==> config.mk <==
export PLATFORM = sky130hd
export DESIGN_NAME = memory_control_arb
export DESIGN_NICKNAME = d
export VERILOG_FILES = /design/src/rtl/cpu_types_pkg.sv /design/src/rtl/memctl_rr_arbiter.sv /design/src/rtl/memory_control_arb.sv
export SDC_FILE = /design/constraint.sdc
export NUM_CORES = 1
export LEC_CHECK = 0
export ABC_AREA = 1
export BUFFER_PORTS_ARGS = -buffer_cell sky130_fd_sc_hd__buf_2
export CORE_AREA = 5 5 166 168
export CTS_BUF_LIST = sky130_fd_sc_hd__clkbuf_16
export CTS_CLUSTER_SIZE = 25
export DETAILED_ROUTE_END_ITERATION = 8
export DIE_AREA = 0 0 171 173
export SETUP_SLACK_MARGIN = 0.1
export SYNTH_ARGS = -nofsm -noshare
export SYNTH_HDL_FRONTEND = slang
export SYNTH_SLANG_ARGS = --single-unit
export TNS_END_PERCENT = 20
==> constraint.sdc <==
create_clock -name CLK -period 1.3 [get_ports CLK]
set_input_delay 0.065 -clock CLK [delete_from_list [all_inputs] [get_ports CLK]]
set_output_delay 0.065 -clock CLK [all_outputs]
set_load 0.1 [all_outputs]
==> src/rtl/cpu_types_pkg.sv <==
// Shared CPU/memory types: RAM handshake states, machine word and memory-controller FSM states.
package cpu_types_pkg;

    localparam int unsigned WORD_W = 32;

    typedef logic [WORD_W-1:0] word_t;

    typedef enum logic [1:0] {
        FREE,
        BUSY,
        ACCESS,
        ERROR
    } ramstate_t;

    typedef enum logic [1:0] {
        IDLE,
        IREAD,
        DREAD,
        DWRITE
    } memctl_state_t;

endpackage

==> src/rtl/memctl_rr_arbiter.sv <==
// Combinational round-robin pick: first requester at or after ptr, wrapping modulo CPUS.
module memctl_rr_arbiter #(
    parameter int unsigned CPUS = 2,
    parameter int unsigned GW   = 1
) (
    input  logic [CPUS-1:0] req,
    input  logic [GW-1:0]   ptr,
    output logic [GW-1:0]   idx,
    output logic            valid
);

    logic [GW-1:0] cand;

    always_comb begin
        idx   = '0;
        valid = 1'b0;
        cand  = '0;
        for (int unsigned k = 0; k < CPUS; k++) begin
            cand = GW'((32'(ptr) + k) % CPUS);
            if (!valid && req[cand]) begin
                valid = 1'b1;
                idx   = cand;
            end
        end
    end

endmodule

==> src/rtl/memory_control_arb.sv <==
// Arbitrates per-CPU icache/dcache requests onto the single RAM port; data class beats instruction class.
// Optional access/stall counters are built when MEMCTL_STATS_EN is defined.
module memory_control_arb
    import cpu_types_pkg::*;
#(
    parameter int unsigned CPUS = 2
) (
    input  logic                         CLK,
    input  logic                         nRST,
    input  logic [CPUS-1:0]              iREN,
    input  logic [CPUS-1:0][WORD_W-1:0]  iaddr,
    input  logic [CPUS-1:0]              dREN,
    input  logic [CPUS-1:0]              dWEN,
    input  logic [CPUS-1:0][WORD_W-1:0]  daddr,
    input  logic [CPUS-1:0][WORD_W-1:0]  dstore,
    output logic [CPUS-1:0]              iwait,
    output logic [CPUS-1:0][WORD_W-1:0]  iload,
    output logic [CPUS-1:0]              dwait,
    output logic [CPUS-1:0][WORD_W-1:0]  dload,
    output logic                         ramREN,
    output logic                         ramWEN,
    output logic [WORD_W-1:0]            ramaddr,
    output logic [WORD_W-1:0]            ramstore,
    input  logic [WORD_W-1:0]            ramload,
    input  ramstate_t                    ramstate
`ifdef MEMCTL_STATS_EN
   ,output logic [WORD_W-1:0]            stat_iacc,
    output logic [WORD_W-1:0]            stat_dacc,
    output logic [WORD_W-1:0]            stat_stall
`endif
);

    localparam int unsigned GW = (CPUS > 1) ? $clog2(CPUS) : 1;

    memctl_state_t state, next_state;
    logic [GW-1:0] gnt, gnt_n, rr_ptr, rr_n, gnt_inc;
    logic [GW-1:0] d_idx, i_idx;
    logic          d_valid, i_valid;
    logic [CPUS-1:0] d_req;

    assign d_req   = dREN | dWEN;
    assign gnt_inc = (gnt == GW'(CPUS - 1)) ? '0 : gnt + GW'(1);

    memctl_rr_arbiter #(.CPUS(CPUS), .GW(GW)) u_darb (
        .req   (d_req),
        .ptr   (rr_ptr),
        .idx   (d_idx),
        .valid (d_valid)
    );

    memctl_rr_arbiter #(.CPUS(CPUS), .GW(GW)) u_iarb (
        .req   (iREN),
        .ptr   (rr_ptr),
        .idx   (i_idx),
        .valid (i_valid)
    );

    always_ff @(posedge CLK or negedge nRST) begin
        if (!nRST) begin
            state  <= IDLE;
            gnt    <= '0;
            rr_ptr <= '0;
        end else begin
            state  <= next_state;
            gnt    <= gnt_n;
            rr_ptr <= rr_n;
        end
    end

    // RAM port follows the granted requester's live request; a dropped request aborts silently.
    always_comb begin
        next_state = state;
        gnt_n      = gnt;
        rr_n       = rr_ptr;
        ramREN     = 1'b0;
        ramWEN     = 1'b0;
        ramaddr    = '0;
        ramstore   = '0;
        iwait      = '1;
        dwait      = '1;
        iload      = '0;
        dload      = '0;
        case (state)
            IDLE: begin
                if (d_valid) begin
                    gnt_n      = d_idx;
                    next_state = dWEN[d_idx] ? DWRITE : DREAD;
                end else if (i_valid) begin
                    gnt_n      = i_idx;
                    next_state = IREAD;
                end
            end
            IREAD: begin
                if (!iREN[gnt]) begin
                    next_state = IDLE;
                end else begin
                    ramREN  = 1'b1;
                    ramaddr = iaddr[gnt];
                    if (ramstate == ACCESS) begin
                        iwait[gnt] = 1'b0;
                        iload[gnt] = ramload;
                        rr_n       = gnt_inc;
                        next_state = IDLE;
                    end
                end
            end
            DREAD: begin
                if (!dREN[gnt]) begin
                    next_state = IDLE;
                end else begin
                    ramREN  = 1'b1;
                    ramaddr = daddr[gnt];
                    if (ramstate == ACCESS) begin
                        dwait[gnt] = 1'b0;
                        dload[gnt] = ramload;
                        rr_n       = gnt_inc;
                        next_state = IDLE;
                    end
                end
            end
            DWRITE: begin
                if (!dWEN[gnt]) begin
                    next_state = IDLE;
                end else begin
                    ramWEN   = 1'b1;
                    ramaddr  = daddr[gnt];
                    ramstore = dstore[gnt];
                    if (ramstate == ACCESS) begin
                        dwait[gnt] = 1'b0;
                        dload[gnt] = ramload;
                        rr_n       = gnt_inc;
                        next_state = IDLE;
                    end
                end
            end
            default: next_state = IDLE;
        endcase
    end

`ifdef MEMCTL_STATS_EN
    logic i_done, d_done, stall;

    assign i_done = ~&iwait;
    assign d_done = ~&dwait;
    assign stall  = (state != IDLE) && (ramstate != ACCESS);

    always_ff @(posedge CLK or negedge nRST) begin
        if (!nRST) begin
            stat_iacc  <= '0;
            stat_dacc  <= '0;
            stat_stall <= '0;
        end else begin
            stat_iacc  <= stat_iacc + WORD_W'(i_done);
            stat_dacc  <= stat_dacc + WORD_W'(d_done);
            stat_stall <= stat_stall + WORD_W'(stall);
        end
    end
`endif

endmodule

# Word-level counts from Yosys, hierarchy flattened
# Index checks and enable logic that the tools add are counted.
[totals]
wordCells = 104
output_inout_bits = 198
regBits = 4
[classes]
addsub = 2
n_mux = 73
eq_ne = 8
magnitude_cmp = 5
n_bitwise = 3
reduce_logical = 10
[ops]
columns = ["cell", "count"]
rows = [
  ["32-bit two-way mux", 12],
  ["64-bit two-way mux", 5],
  ["64-bit case mux with 2 select lines", 1],
  ["32-bit case mux with 3 select lines", 1],
  ["64-bit bitwise AND", 1],
  ["1-bit two-way mux", 37],
  ["32-bit demux with 1-bit select", 1],
  ["2-bit two-way mux", 11],
  ["1-bit by 2-bit < comparator with 1-bit output, second input constant", 4],
  ["2-bit case mux with 4 select lines", 1],
  ["2-bit equality test, second input constant", 3],
  ["2-bit != test, second input constant", 3],
  ["2-bit case mux with 2 select lines", 1],
  ["4-bit AND reduction", 1],
  ["1-bit logical AND", 3],
  ["3-bit != test, second input constant", 1],
  ["1-bit case mux with 3 select lines", 1],
  ["3-bit nonzero test", 1],
  ["1-bit adder, second input constant", 2],
  ["2-bit by 1-bit equality test with 1-bit output, second input constant", 1],
  ["1-bit zero test", 2],
  ["2-bit zero test", 1],
  ["2-bit NOT", 1],
  ["2-bit bitwise OR", 1],
  ["other kinds (5)", 5],
]

# Depth between registers and ports, before layout
[depth]
depth_word = 12
depth_mapped = 8
ltp_nobuf = 8

# By module
# A second synthesis with hierarchy kept.
[unflattened]
cells_unflattened = 688
area_unflattened_um2 = 3399.5
[modules_own_cells]
columns = ["mod", "cells_each", "instances", "area_per_inst_um2"]
rows = [
  ["memory_control_arb", 680, 1, 3362.0],
  ["memctl_rr_arbiter", 4, 2, 18.8],
]

# Worst setup path before layout
# OpenSTA, ideal clock, no wires.
[synth_path]
path_type = "register -> output"
from = "reg state[0]"
to = "out ramREN"
t_arrival_ps = 3034
path_stages_with_launch = 5
setup_slack_ps = -1799
required_time_ps = 1235
path_cell_list = "dfrtp_1 -> inv_1 -> ha_1 -> nand3_2 -> a21boi_0"
[synth_via]
elab_chain_cells = 2
[synth_rtl]
columns = ["element", "line", "rtl"]
rows = [
  ["from (decl)", "memory_control_arb.sv:35", "memctl_state_t state, next_state;"],
  ["from (signal assigned)", "memory_control_arb.sv:64", "state <= next_state;"],
  ["2-bit equality test or 2-bit by 1-bit equality test with 1-bit output (tied branches)", "memory_control_arb.sv:83", "case (state)"],
  ["1-bit case mux with 2 select lines (*)", "memory_control_arb.sv:83", ""],
  ["to (decl)", "memory_control_arb.sv:20", "output logic ramREN,"],
]
# Mark *: on every way between the ends. The rest lies on a longest branch, timed or not.

# Worst setup path after layout
[layout_path]
from = "reg gnt"
to = "out ramaddr[31]"
[layout_via]
elab_chain_cells = 4
[layout_rtl]
columns = ["element", "line", "rtl"]
rows = [
  ["from (decl)", "memory_control_arb.sv:36", "logic [GW-1:0] gnt, gnt_n, rr_ptr, rr_n, gnt_inc;"],
  ["from (signal assigned)", "memory_control_arb.sv:65", "gnt <= gnt_n;"],
  ["32-bit two-way mux (not written as such), or another cell as far along (2 in a row)", "memory_control_arb.sv:112, memory_control_arb.sv:126", ""],
  ["32-bit two-way mux, on equally long branches", "memory_control_arb.sv:122, memory_control_arb.sv:94, memory_control_arb.sv:108", ""],
  ["32-bit case mux with 3 select lines (*)", "memory_control_arb.sv:83", ""],
  ["to (decl)", "memory_control_arb.sv:22", "output logic [WORD_W-1:0] ramaddr,"],
]
# Mark *: on every way between the ends. The rest lies on a longest branch, timed or not. The select of a mux whose other input is x is not followed.

==> run summary <==
Outcome - finished, violations left
Failing checks - setup timing
Overall Global Routing Usage - 14.1%
Syn avg cell area - 4.93 sq um
Layout Nets - 1378
Wire per inst - 16.1 microns
Synth Cell Area - 3350 sq um
Initial antenna violation count - 0
Via-to-Cell Ratio - 4.22
Clk root buf - clkbuf_16
Core Box Area - 25800 sq um
Largest net degree at the start of global routing - 75
Die Y - 173 microns
VDD IR max - 932 uV
Combinational power share - 95.9%
Fin. Hold Viols - 0
Fin crit period - 2000 ps
Power Dens Cells - 1660 nW/um^2
DIE WIDTH - 171 microns
First-pass GRT wire length - 34100 microns
Design area - 11200 sq um
Clock power frac - 2.7%
Fin crit share - 154%
Area after DPL - 9860 sq um
Number of synthesized flops with an enable pin - 0
Area Growth Syn to Fin - 234%
Cells after DPL - 1449
MaxCap Viol Count - 0
Final WS setup - -696 ps
Reg2Reg Launch Point - gnt
I/O Buffers - 431
Setup TNS Final - -115330 ps
Layout Cells excl Fill - 1473
Multi-input gate area - 4190 sq um
Slowest-stage cell, CP - dfrtp_4
Mapped Nets - 919
Most common cell after layout, fill and taps aside - nand2_1
Setup crit end kind - output port
Largest cells by area after synthesis - nand2_1 38%, nor3_2 18%, a21oi_1 9.7%, nor2_1 7.6%, inv_1 5.1%
Share of layout cells above drive strength 1 - 66.9%
Drt total wl - 23800 microns
Critical Path, Cell by Cell - buf_6 > nand2_4 > nand3_4 > nand2_8 > buf_12 > clkbuf_16 > nand2_1 > a21oi_2 > buf_12
Slew @ Worst Pin - 418 ps
Commonest non-fill, non-tap cells in the layout - 308 x nand2_1, 233 x buf_2, 213 x buf_12, 46 x nor3_4, 43 x inv_1
Final setup violation count - 201
Switch Pwr - 11.6 mW
Int Pwr - 6.92 mW
Leakage power - 5.04 nW
FMAX - 0.501 GHz
TritonCTS clock tree - yes
Slew Limit Fails - 0
Seq. cell area - 104 sq um
Sequential Power Share - 1.4%
Die footprint - 29600 sq um
Fill count - 2433
DRT iter0 DRCs - 198
Setup Crit Path Kind - reg2out
Yosys cell types - 28
Clock Skews - 3.40 ps
Yosys warnings - 0
Most frequent CP cell - buf_12
H-tree lvl count - 1
Final ANT Viol Nets - 0
Row Count - 59
Remaining global-route overflow - 0
Bufs and invs on worst path - 4
I/O pin total - 432
Worst Setup SP - gnt
Post-synth top area share - 38.2%
Worst skew pair latency - 230 ps
Drt first pass iters - 4
Worst min path class - in2async
Hpwl dp - 18600 microns
Total number of vias - 6216
Crit path DAT - 1930 ps
Slew HR - 72.2%
Max stage delay on crit path - 490 ps
CP top delay family - buffers and inverters
Vias in the first global route - 6265
Asr flop ratio synth - 100%
Placer Congestion - 0.878
Worst-path clk slew - 30 ps
Synth Flop Type - dfrtp_1
# clock sinks - 4
# diodes - 0
Worst Path Required - 1240 ps
Post-Synthesis Cells - 680
Seq/Total Area, Yosys - 2.99%
Switch share - 62.7%
Cts bufs inserted - 3
Clock Tree Buf Depth - 2
Seq cells post-synth - 4
RSZ-0062 raised after global routing - true
Initial Util - 13.0%
Crit start category - register
Max FO, Critical Path - 7
Leading area contributor after synthesis - nand2_1
DR DRC count - 0
power by group through the flow:
stage	combinational [mW]	sequential [mW]	clock [mW]
global route	18.7	0.270	0.513
CTS	16.8	0.260	0.506
floorplan	9.88	0.236	0
finish	17.8	0.261	0.498
detailed placement	15.4	0.255	0
global placement	15.3	0.249	0
logic make-up after synthesis:
logic type | share of synthesized area, %
AO/OA/AOI/OAI | 11.8
buffers and inverters | 15.1
flip-flops | 2.99
AND/OR/NAND/NOR | 68.2
adder cells (fa/ha/maj) | 1.87
state kept, by name, summed over array words and instances, names as in the netlist:
register / count
state: 2
gnt: 1
rr_ptr: 1
final timing paths:
kind	to	slack (ps)	depth (start not counted)
min in group CLK	state[0]	270	6
setup reg to reg	state[0]	-320	11
setup / recovery	ramaddr[31]	-700	9
max in group asynchronous	gnt	980	2
hold reg to reg	rr_ptr	520	2
hold / removal	rr_ptr	180	2
through the flow:
| step | hold slack (ps) | total power, mW | util, % | setup WS [ps] |
|---|---|---|---|---|
| floorplan | -231 | 10.1 | - | -1050 |
| global placement | -124 | 15.5 | 38.3 | -463 |
| detailed placement | -123 | 15.7 | 38.3 | -487 |
| CTS | 199 | 17.6 | 41.1 | -671 |
| global route | 225 | 19.4 | 43.4 | -744 |
| finish | 185 | 18.6 | 43.4 | -696 |
routing by layer:
metal  global-route usage (%)  vias up  routed length, microns
met3                     3.20       38                    2060
met1                     15.4     2818                    8690
met2                     27.1      323                   12500
met5                        0        -                       0
li1                         -     3037                       -
met4                     3.07        0                     540
what timing repair did:
item / in CTS / in global routing
setup buffers: 8 / 2
setup endpoints to repair: 202 / 202
gates cloned: 4 / 6
endpoints found under the hold margin: 4 / 0
hold buffers: 1 / 0
pin swaps: 22 / 17
resized for setup: 94 / 96
layout make-up:
type / count / area share (%)
Clock inverter: 1 / 0.0335
Multi-Input combinational cell: 574 / 37.5
Sequential cell: 4 / 0.928
Tap cell: 335 / 3.75
Clock buffer: 3 / 0.671
Timing Repair Buffer: 507 / 55.3
Inverter: 49 / 1.85
cell usage after synthesis, types with 3 or more instances:
master,number
clkbuf_1,4
nand3_2,3
buf_4,7
nand3_1,7
o21ai_0,9
nand2_1,341
nor3_2,60
buf_6,7
nor2_1,68
inv_1,46
nor3_1,4
dfrtp_1,4
buf_2,34
ha_1,5
a21oi_1,65
(Power assumes the default switching activity.)
